[config.mk]
export PLATFORM = sky130hd
export DESIGN_NAME = stpm_cmd_parser
export DESIGN_NICKNAME = d
export VERILOG_FILES = /design/src/rtl/stpm_pkg.sv /design/src/rtl/stpm_deg2cyc.sv /design/src/rtl/stpm_cmd_parser.sv
export SDC_FILE = /design/constraint.sdc
export NUM_CORES = 1
export LEC_CHECK = 0
export BUFFER_PORTS_ARGS = -buffer_cell sky130_fd_sc_hd__buf_4
export CAP_MARGIN = 20
export CORE_MARGIN = 2
export CORE_UTILIZATION = 60
export DETAILED_ROUTE_END_ITERATION = 12
export GPL_TIMING_DRIVEN = 0
export PLACE_DENSITY = 0.91
export SYNTH_ARGS = -nofsm -noshare
export SYNTH_HDL_FRONTEND = slang
export SYNTH_SLANG_ARGS = --single-unit
export TNS_END_PERCENT = 30
[constraint.sdc]
create_clock -name i_Clk -period 4 [get_ports i_Clk]
set_input_delay 0.8 -clock i_Clk [delete_from_list [all_inputs] [get_ports i_Clk]]
set_output_delay 0.8 -clock i_Clk [all_outputs]
set_load 0.01 [all_outputs]
[src/rtl/stpm_pkg.sv]
// rtl/stpm_pkg.sv - shared tokens, parser states and degree-to-step constants for the stepper command path
package stpm_pkg;

  localparam logic [3:0] TOK_SPACE    = 4'd10;
  localparam logic [3:0] TOK_ENTER    = 4'd11;
  localparam logic [3:0] TOK_FORWARD  = 4'd12;
  localparam logic [3:0] TOK_BACKWARD = 4'd13;
  localparam logic [3:0] TOK_INVALID  = 4'd14;

  localparam int DEG_NUM   = 5;
  localparam int DEG_DEN   = 9;
  localparam int DEG_W     = 10;
  localparam int DIV_W     = 11;
  localparam int DIV_STEPS = 11;

  typedef enum logic [2:0] {
    S_MOTOR,
    S_SPACE,
    S_DIR,
    S_DEG,
    S_CONV
  } state_t;

  function automatic logic is_digit(input logic [3:0] tok);
    return tok < TOK_SPACE;
  endfunction

  function automatic logic is_token(input logic [3:0] tok);
    return tok < TOK_INVALID;
  endfunction

endpackage

[src/rtl/stpm_deg2cyc.sv]
// rtl/stpm_deg2cyc.sv - sequential restoring divider producing floor(deg*5/9), fixed 11-cycle latency
module stpm_deg2cyc
  import stpm_pkg::*;
(
  input  logic             clk,
  input  logic             rst,
  input  logic             start,
  input  logic [DEG_W-1:0] deg,
  output logic             done,
  output logic [DEG_W-1:0] cycles
);

  localparam int NUM_SHIFT = $clog2(DEG_NUM - 1);

  logic [DIV_W-1:0] dvd;
  logic [3:0]       rem;
  logic [3:0]       cnt;
  logic             run;
  logic [DIV_W-1:0] deg_ext;
  logic [4:0]       trial;
  logic             ge;

  assign deg_ext = {1'b0, deg};
  // dividend bits leave at the top while quotient bits enter at the bottom
  assign trial   = {rem, dvd[DIV_W-1]};
  assign ge      = trial >= 5'(DEG_DEN);

  always_ff @(posedge clk) begin
    if (rst) begin
      dvd <= '0;
      rem <= '0;
      cnt <= '0;
      run <= 1'b0;
    end else if (start) begin
      dvd <= (deg_ext << NUM_SHIFT) + deg_ext;
      rem <= '0;
      cnt <= 4'(DIV_STEPS);
      run <= 1'b1;
    end else if (run) begin
      if (cnt != 4'd0) begin
        rem <= ge ? 4'(trial - 5'(DEG_DEN)) : trial[3:0];
        dvd <= {dvd[DIV_W-2:0], ge};
        cnt <= cnt - 4'd1;
      end else begin
        run <= 1'b0;
      end
    end
  end

  assign done   = run && (cnt == 4'd0);
  assign cycles = dvd[DEG_W-1:0];

endmodule

[src/rtl/stpm_cmd_parser.sv]
// rtl/stpm_cmd_parser.sv - keypad token parser driving Dir/En/Cycles for the stepper controller
module stpm_cmd_parser
  import stpm_pkg::*;
#(
  parameter int MAX_DEG     = 360,
  parameter int TIMEOUT_CYC = 50_000_000
) (
  input  logic             i_Clk,
  input  logic             i_Rst,
  input  logic [3:0]       i_Data,
  input  logic             i_Ena,
  output logic             o_Dir,
  output logic [3:0]       o_En,
  output logic [DEG_W-1:0] o_Cycles,
  output logic             o_Valid,
  output logic             o_Err,
  output logic             o_Busy
);

  state_t           state, state_n;
  logic             ena_q;
  logic             tok;
  logic [1:0]       motor, motor_n;
  logic             dir, dir_n;
  logic [DEG_W-1:0] deg, deg_n;
  logic [1:0]       ndig, ndig_n;
  logic             err_n;
  logic             commit;
  logic             div_start;
  logic             div_done;
  logic [DEG_W-1:0] div_cycles;
  logic             timeout;

  assign tok = i_Ena && !ena_q;

`ifdef STPM_CMD_TIMEOUT_EN
  localparam int TMO_W = $clog2(TIMEOUT_CYC + 1);
  logic [TMO_W-1:0] tmo_cnt;

  always_ff @(posedge i_Clk) begin
    if (i_Rst || tok || state == S_MOTOR || state == S_CONV) begin
      tmo_cnt <= '0;
    end else begin
      tmo_cnt <= tmo_cnt + 1'b1;
    end
  end

  assign timeout = !tok && state != S_MOTOR && state != S_CONV
                   && tmo_cnt == TMO_W'(TIMEOUT_CYC - 1);
`else
  assign timeout = 1'b0;
`endif

  always_comb begin
    state_n   = state;
    motor_n   = motor;
    dir_n     = dir;
    deg_n     = deg;
    ndig_n    = ndig;
    err_n     = 1'b0;
    commit    = 1'b0;
    div_start = 1'b0;
    case (state)
      S_MOTOR: begin
        if (tok && is_token(i_Data) && i_Data >= 4'd1 && i_Data <= 4'd4) begin
          motor_n = i_Data[1:0] - 2'd1;
          deg_n   = '0;
          ndig_n  = '0;
          state_n = S_SPACE;
        end
      end
      S_SPACE: begin
        if (tok) begin
          if (i_Data == TOK_SPACE) state_n = S_DIR;
          else                     err_n   = 1'b1;
        end
      end
      S_DIR: begin
        if (tok) begin
          if (i_Data == TOK_FORWARD) begin
            dir_n   = 1'b0;
            state_n = S_DEG;
          end else if (i_Data == TOK_BACKWARD) begin
            dir_n   = 1'b1;
            state_n = S_DEG;
          end else begin
            err_n = 1'b1;
          end
        end
      end
      S_DEG: begin
        if (tok) begin
          if (is_digit(i_Data)) begin
            if (ndig == 2'd3) begin
              err_n = 1'b1;
            end else begin
              deg_n  = (deg << 3) + (deg << 1) + DEG_W'(i_Data);
              ndig_n = ndig + 2'd1;
            end
          end else if (i_Data == TOK_ENTER) begin
            if (ndig == 2'd0 || deg == '0 || deg > DEG_W'(MAX_DEG)) begin
              err_n = 1'b1;
            end else begin
              div_start = 1'b1;
              state_n   = S_CONV;
            end
          end else begin
            err_n = 1'b1;
          end
        end
      end
      S_CONV: begin
        // tokens are ignored here; only the divider finishing moves us on
        if (div_done) begin
          commit  = 1'b1;
          state_n = S_MOTOR;
        end
      end
      default: state_n = S_MOTOR;
    endcase
    if (timeout) err_n = 1'b1;
    if (err_n) state_n = S_MOTOR;
  end

  always_ff @(posedge i_Clk) begin
    if (i_Rst) begin
      state    <= S_MOTOR;
      ena_q    <= 1'b0;
      motor    <= '0;
      dir      <= 1'b0;
      deg      <= '0;
      ndig     <= '0;
      o_Dir    <= 1'b0;
      o_En     <= 4'b1111;
      o_Cycles <= '0;
      o_Valid  <= 1'b0;
      o_Err    <= 1'b0;
    end else begin
      state   <= state_n;
      ena_q   <= i_Ena;
      motor   <= motor_n;
      dir     <= dir_n;
      deg     <= deg_n;
      ndig    <= ndig_n;
      o_Valid <= commit;
      o_Err   <= err_n;
      if (commit) begin
        o_Dir    <= dir;
        o_En     <= ~(4'b0001 << motor);
        o_Cycles <= div_cycles;
      end
    end
  end

  assign o_Busy = (state == S_CONV);

  stpm_deg2cyc u_deg2cyc (
    .clk    (i_Clk),
    .rst    (i_Rst),
    .start  (div_start),
    .deg    (deg),
    .done   (div_done),
    .cycles (div_cycles)
  );

endmodule

* Word-level counts from Yosys, hierarchy flattened
Cells that the tools add are included.
Storage, ports and cells: register bits after elaboration 56, bits of input ports 7, output and inout bits 18, logic and storage cells 129
Cells by class: $add $sub $neg 7, magnitude comparators 6, equal/unequal tests 21, shifts and indexed selects 1, multiplexer cells 52, bitwise gates (word level) 1, reduce and logical (&&, ||, !) cells 25
Operators with widths (number):
- $mux 10 | 4
- $mux 11 | 3
- $mux 3 | 11
- $mux 1 | 22
- $ne 2x2->1 const B | 10
- $pmux 10 s2 | 1
- $eq 4x4->1 const B | 4
- $mux 4 | 4
- $pmux 3 s5 | 1
- $add 11x10->11 | 1
- $add 10x10->10 | 1
- $add 10x4->10 | 1
- $gt 10x9->1 const B | 1
- $logic_not 10->1 | 1
- $reduce_and 10->1 | 1
- $lt 4x4->1 const B | 2
- $mux 2 | 4
- $reduce_bool 2->1 | 4
- $eq 3x2->1 const B | 2
- $reduce_and 2->1 | 3
- $ge 5x4->1 const B | 1
- $logic_and 1x1->1 | 5
- $reduce_and 5->1 | 1
- $ge 4x1->1 const B | 1
- 22 further kinds | 24

* Logic depth before layout (Yosys ltp)
Gate-level depths: netlist of the first run.
word-level depth 10, mapped depth 9

* Hierarchy
A second synthesis of the first run with hierarchy kept.
Second synthesis, totals: cells, all modules 437, area total of the unflattened synthesis 3525.9 sq um
Modules (own cells, without submodules):
- stpm_cmd_parser | instances 1, cells an instance 260, area each 2134.5 sq um, seq. area each 720.7 sq um
- stpm_deg2cyc | instances 1, cells an instance 177, area each 1391.3 sq um, seq. area each 400.4 sq um

* Worst setup path before layout of the first run
No wires, ideal clock.
path kind input to register, from in i_Data[3], to reg deg[8], library setup time 0.087 ns, data arrival time 2.481 ns, data required time 3.913 ns, slack 1.432 ns, stages 8, path through fa_1 > inv_1 > fa_1 > nor2b_1 > o21a_1 > o211a_1 > nor3_1 > o31ai_1
Between the ends: cells in the longest elaborated chain, start to end 6, elaborated cells on any way between the ends 15
RTL lines:
- from (decl) | line stpm_cmd_parser.sv:10 | input logic [3:0] i_Data,
- parallel branches: the longest is 6 deep, another holds $add 10x4->10
- to (signal assigned) | line stpm_cmd_parser.sv:143 | deg <= deg_n;
- to (decl) | line stpm_cmd_parser.sv:25 | logic [DEG_W-1:0] deg, deg_n;
Several ways; the timed one is not identified. The select of a mux whose other input is x is not followed. A chain may end at the register's enable or synchronous reset.

* Worst setup path in the final report of the first run
from in i_Data[2], to reg ndig[1]
Between the ends: cells in the longest elaborated chain, start to end 6, elaborated cells on any way between the ends 10
RTL lines:
- $lt 4x4->1 | line stpm_pkg.sv:29 | return tok < TOK_INVALID;
- $logic_and 1x1->1 (3 in series) | line stpm_cmd_parser.sv:65 | if (tok && is_token(i_Data) && i_Data >= 4'd1 && i_Data <= 4'd4) begin
- $ne 2x2->1 (no source line)
- $reduce_and 5->1 (no source line) (*)
- to (signal assigned) | line stpm_cmd_parser.sv:144 | ndig <= ndig_n;
- to (decl) | line stpm_cmd_parser.sv:26 | logic [1:0] ndig, ndig_n;
Every way passes the cells marked *; elsewhere a longest branch is shown, timed or not.

==> results of run 1 <==
==> critical path, stage by stage <==
cell,delay (ns)
buf_4,0.12
clkbuf_2,0.18
o21ai_0,0.28
nor4b_1,0.83
a31oi_1,0.22
clkbuf_1,0.29
a22oi_1,0.21
nor2_1,0.06
==> per-stage QoR <==
step | hold slack [ns] | setup WS, ns | cell area, sq um | power, mW | instances
2_1_floorplan | 0.432 | 1.43 | 3410 | 0.606 | 398
3_3_place_gp | 0.443 | 1.00 | 3670 | 0.623 | 493
3_5_place_dp | 0.444 | 0.997 | 3670 | 0.624 | 493
4_1_cts | 0.461 | 1.29 | 3790 | 0.995 | 501
5_1_grt | 0.470 | 0.937 | 3790 | 1.02 | 501
6_report | 0.461 | 1.20 | 3790 | 0.989 | 501
==> registers in the layout (all words and copies together), names as in the netlist, 3 cells and up <==
register and cells:
u_deg2cyc.rem 4, deg 10, o_En 4, state 3, u_deg2cyc.dvd 11, o_Cycles 10, u_deg2cyc.cnt 4
==> kinds of logic after synthesis <==
kind of cell | after synthesis
flops | 56
simple gates | 146
mux | 5
xor+xnor | 15
buf+inv | 42
fa+ha+maj | 35
compound gates | 99
==> placed cells by master, fill, tap and decap left out, drive strengths merged, types with 2 or more instances in the layout <==
master and n:
nand2 58, dfxtp 56, nor2 35, buf 28, a21oi 27, ha 27, inv 22, clkbuf 20
o21ai 13, nand3 11, xnor2 9, a311oi 8, fa 8, a211oi 8, nor2b 7, nor3 7
xor2 6, a22oi 6, mux2i 5, a31oi 4, a21o 4, o21a 4, nand2b 4, or2 4
nand3b 3, o211a 3, a211o 3, o211ai 3, a2111oi 3, or3b 3, nor4 3, and4bb 2
o31ai 2, o311ai 2, o21bai 2, a2111o 2, clkinv 2
==> power by group <==
| group | internal [mW] | switching [mW] | leakage, nW | total (mW) |
|---|---|---|---|---|
| clock network | 0.189 | 0.187 | 0.0583 | 0.376 |
| logic | 0.0174 | 0.0336 | 1.07 | 0.0510 |
| registers | 0.560 | 0.00244 | 0.452 | 0.562 |
| total | 0.766 | 0.224 | 1.58 | 0.989 |
==> metal layers <==
layer  vias up  routed length (um)  track usage [%]
met5         -                   0                0
met4         0                 112             9.83
met2        93                3780             44.3
met3        13                 357             4.30
li1       1466                   -                -
met1      1408                3550             33.3
==> path summary, 6_finish.rpt <==
| kind | slack (ns) | start | cells after the start | end |
|---|---|---|---|---|
| worst max register to register | 1.37 | ndig[0]$_SDFFE_PP0P_ | 7 | ndig[1]$_SDFFE_PP0P_ |
| worst min register to register | 0.46 | o_Cycles[6]$_SDFFE_PP0P_ | 2 | o_Cycles[6]$_SDFFE_PP0P_ |
| worst min-delay path | 0.46 | o_Cycles[6]$_SDFFE_PP0P_ | 2 | o_Cycles[6]$_SDFFE_PP0P_ |
| worst max-delay path | 1.20 | i_Data[2] | 8 | ndig[1]$_SDFFE_PP0P_ |
==> layout make-up <==
cell class              instances  area (sq um)  area share, %
clock buffers                   5          68.8           1.82
inverters                      22          82.6           2.18
plain buffers                  20          82.6           2.18
multi-input cells             300          2120           56.1
repair buffers                 23           173           4.56
well taps                      72          90.1           2.38
clock inverters                 3          47.5           1.25
flip-flops and latches         56          1120           29.6
==> metrics.cfg, run 1 <==
[synth]
synth_edf_count=0
synth_adder_area_share_pct=14.6
synthXorXnorAreaFrac_pct=3.85
async_flop_share_pct=0
avgSynthCellArea_sq_um=8.57
synthSimpleGateAreaFrac_pct=21.4
synth_top_area_cell=dfxtp_1
yosysWarnings=0
syn_nets=440
synth_cells=398
synth-compound-area-share_pct=21.0
synth_area_leaders=dfxtp_1 33%, ha_1 9.9%, nand2_1 6.4%
synth_top_cell_area_share_pct=32.9
yosysMostFrequentCell=nand2_1
synth-seq-cells=56
synth_top_family_by_area=simple AND/OR/NAND/NOR gates
synth.mux.area_fraction_pct=1.47
ys_types=62
synthTopCellsByCount=58 x nand2_1, 56 x dfxtp_1, 34 x nor2_1, 27 x a21oi_1, 27 x ha_1
netlist_area_sq_mm=0.00341
yosysSeqAreaShare_pct=32.9
synthFlopType=dfxtp_1

[critical_path]
end_kind=register
crit_path_start_kind=primary input
crit_required_ns=4.19
worstPathMaxFanout=10
cp_data_arrival_time_ns=2.99
crit_type=primary input to register

[die]
num_io_pins=25
core-area_sq_mm=0.00551
fp.dieW_um=79.4
fp-row-count=27
initial_core_util_pct=61.9
dieArea_sq_mm=0.00630
die_h_um=79.4

[global_routing]
grt_max_degree=19
grt_pass1_vias=2801
overflow=0
grt_pass1_wl_mm=13.0
antenna_found_initial=0
grt.total_usage_pct=26.1

[route]
num_vias=2980
drc=0
dr.first_iter.drc_count=252
viasPerCell=5.95
firstDrtPassIters=5
postRouteAntennaNets=0
routed_wl_mm=7.80
routedWlPerCell_um=15.6

[sta]
setup_tns_ns=0
fin_skew_ns=0.0119
relSlewSlack_pct=34.3
rsz0062_at_grt=false
tightest_slew_ns=0.972
maxSlewViolCount=0
clock.fmax_mhz=357
fin_crit_sh_pct=70.0
setup_violations=0
fin_crit_ns=2.80
hold_viol=0

[clock_tree]
cts_made_buffers=5
insertion_delay_ns=0.31
cts_tree=built
cts_root_buffer=clkbuf_8
cts_hold_buffers=0
cts.repair.resized=0
clk_pin_slew_ns=0.11
numClockSinks=56
h-tree-depth=2
cts_buffer_depth=2
postCtsSetupRepairBufs=0

[final_layout]
utilization_pct=68.8
drive_gt1_share_pct=12.1
num_antenna_cells=0
nNetsFinal=470
fillers=438
area_delta_synth_final_pct=11.1

[status]
status=completed

[pwr]
ir_drop_v=0.000153
p_leak_nw=1.58
cellPowerDensity_mw_per_mm2=261

[flow_run]
max_cap_violations=0

[min_path]
hp-class=register to register

[placed_design]
dp_hpwl_mm=5.85
gp_congestion=0.936
port_buffers=23

Power figures use the tool's default switching activity.
==> inputs of run 2 (changes only) <==
Settings changed: CORE_UTILIZATION 60 to 55, PLACE_DENSITY 0.91 to 0.89.
Clock period 4 ns to 2.5 ns, I/O delays scaled along.
==> run 2 against run 1 <==
Compared with the run above:
- non-clock buffer count is the same
- critical path depth decreased by 1
- global-route usage decreased by 1.1 points
- wire length is 0.87% higher
- largest power group unchanged
- register-to-register slack worse by 1.2 ns
- die area grew 8.6%
- clock power rose by 37%
- sequential power rose by 60%
- via count increased by 0.60%
- largest cell class unchanged
- sequential share of layout area is 0.16 points higher
- first-iteration DRC count decreased by 22%
==> metrics.cfg, run 2 (synthesized netlist as in run 1, its figures left out) <==
[route]
postRouteAntennaNets=0
firstDrtPassIters=4
dr.first_iter.drc_count=196
drc=0
routed_wl_mm=7.87
viasPerCell=5.95
num_vias=2998
routedWlPerCell_um=15.6

[clock_tree]
cts_tree=built
cts_buffer_depth=2
h-tree-depth=2
clk_pin_slew_ns=0.11
cts_made_buffers=5
insertion_delay_ns=0.31
postCtsSetupRepairBufs=0
cts_root_buffer=clkbuf_8
cts_hold_buffers=0
numClockSinks=56

[pwr]
sw_frac_of_total_pct=24.8
comb_power_share_pct=5.5
p_leak_nw=1.57
p_seq_share_pct=60.1
cellPowerDensity_mw_per_mm2=396
p_int_mw=1.13
ir_drop_v=0.000372
clkPwrFrac_pct=34.4
power.switching_uw=372

[final_layout]
top_register=u_deg2cyc.dvd
fillers=505
final_cells=504
nNetsFinal=470
top_regs=u_deg2cyc.dvd: 11 flops, deg: 10 flops, o_Cycles: 10 flops
num_antenna_cells=0
fin_area_sq_mm=0.00378
drive_gt1_share_pct=12.8
area_delta_synth_final_pct=10.7
largest_reg_flops=11
final_cell_mix=58 x nand2_1, 54 x dfxtp_1, 34 x nor2_1
mostFrequentLayoutCell=nand2_1

[die]
num_io_pins=25
die_h_um=82.8
fp-row-count=28
fp.dieW_um=82.8
core-area_sq_mm=0.00596
dieArea_sq_mm=0.00685
initial_core_util_pct=57.3

[critical_path]
cp_data_arrival_time_ns=2.54
crit_type=register to register
crit_required_ns=2.73
worstPathMaxFanout=3
crit_path_start_kind=register
regToRegStartpoint=ndig[0]$_SDFFE_PP0P_
reg2reg_setup_slack_ns=0.19
r2r-end=state[2]$_SDFFE_PP0P_
reg2reg_depth=7
end_kind=register

[sta]
fin_crit_ns=2.31
maxSlewViolCount=0
fin_crit_sh_pct=92.3
tightest_slew_ns=0.678
hold_ws_ns=0.418
rsz0062_at_grt=false
setup_violations=0
setup_slack_ns=0.192
fin_skew_ns=0.00519
clock.fmax_mhz=433
hold_viol=0
relSlewSlack_pct=54.4
setup_tns_ns=0

[flow_run]
max_cap_violations=0

[min_path]
hold_path_end=ena_q$_SDFF_PP0_
hold_depth=2
hp-start=i_Ena
hp-class=primary input to register

[global_routing]
grt.total_usage_pct=25.0
grt_pass1_wl_mm=12.9
grt_max_degree=19
grt_pass1_vias=2793
overflow=0
antenna_found_initial=0

[placed_design]
placedInstanceArea_sq_mm=0.00368
gp_congestion=0.888
dp_hpwl_mm=5.90
port_buffers=23
pre_cts_slack_ns=-0.169
placed_cells=496

[status]
status=completed

## run 2: cell count changes in the layout (fill, tap and decap cells not counted)
cell / change
clkinv_2: +1
bufinv_16: -1
clkinv_4: -1
inv_6: +1
dfxtp_2: +2
nor4b_1: -1
dfxtp_1: -2
nor4b_2: +1
## run 2: stage by stage
step,utilization (%),total power [mW]
6_report,63.4,1.50
5_1_grt,63.4,1.54
4_1_cts,63.4,1.50
3_5_place_dp,61.7,1.00
3_3_place_gp,61.7,0.997
2_1_floorplan,-,0.969
## run 2: final cells by class
class,count,area (sq um),area share [%]
Multi-Input combinational cell,300,2130,56.4
Timing Repair Buffer,23,173,4.57
Tap cell,75,93.8,2.48
Clock buffer,5,68.8,1.82
Clock inverter,3,22.5,0.596
Inverter,22,82.6,2.19
Buffer,20,82.6,2.19
Sequential cell,56,1120,29.7
## run 2: power groups by stage
| stage | Sequential [mW] | Clock, mW | Combinational, mW |
|---|---|---|---|
| after global placement | 0.920 | 0 | 0.0766 |
| after global routing | 0.901 | 0.554 | 0.0900 |
| after detailed placement | 0.920 | 0 | 0.0794 |
| final | 0.900 | 0.515 | 0.0822 |
| after CTS | 0.900 | 0.521 | 0.0805 |
| after floorplan | 0.919 | 0 | 0.0503 |
## run 2: worst max-delay path by stage
stage | startpoint | endpoint | slack, ns | cells after the start
final | ndig[0]$_SDFFE_PP0P_ | state[2]$_SDFFE_PP0P_ | 0.19 | 7
after global routing | ndig[0]$_SDFFE_PP0P_ | deg[9]$_SDFFE_PP0P_ | 0.05 | 7
after CTS | deg[2]$_SDFFE_PP0P_ | deg[7]$_SDFFE_PP0P_ | 0.15 | 7
after detailed placement | i_Data[2] | deg[2]$_SDFFE_PP0P_ | -0.17 | 8
after global placement | i_Data[2] | deg[1]$_SDFFE_PP0P_ | -0.18 | 8
after floorplan | i_Data[3] | deg[8]$_SDFFE_PP0P_ | 0.23 | 8
## run 2: metal layers
metal / wire (um) / share of wire (%) / GRT usage, %
met1: 3410 / 43 / 31.0
met2: 3790 / 48 / 42.4
met3: 470 / 6.0 / 4.13
met4: 199 / 2.5 / 11.1
met5: 0 / 0 / 0
## run 2: timing repair
item                                   CTS  global route
pin swaps                                0             0
endpoints found under the hold margin    0             0
gates resized for setup                  1             2
setup endpoints to repair                7             1
## run 2: critical path: stages (launching register included)
cell and delay, ns:
dfxtp_1 0.40, inv_1 0.06, ha_1 0.20, or3b_4 0.40
a2111oi_4 0.29, nor2_2 0.10, or4_1 0.53, a211oi_2 0.25
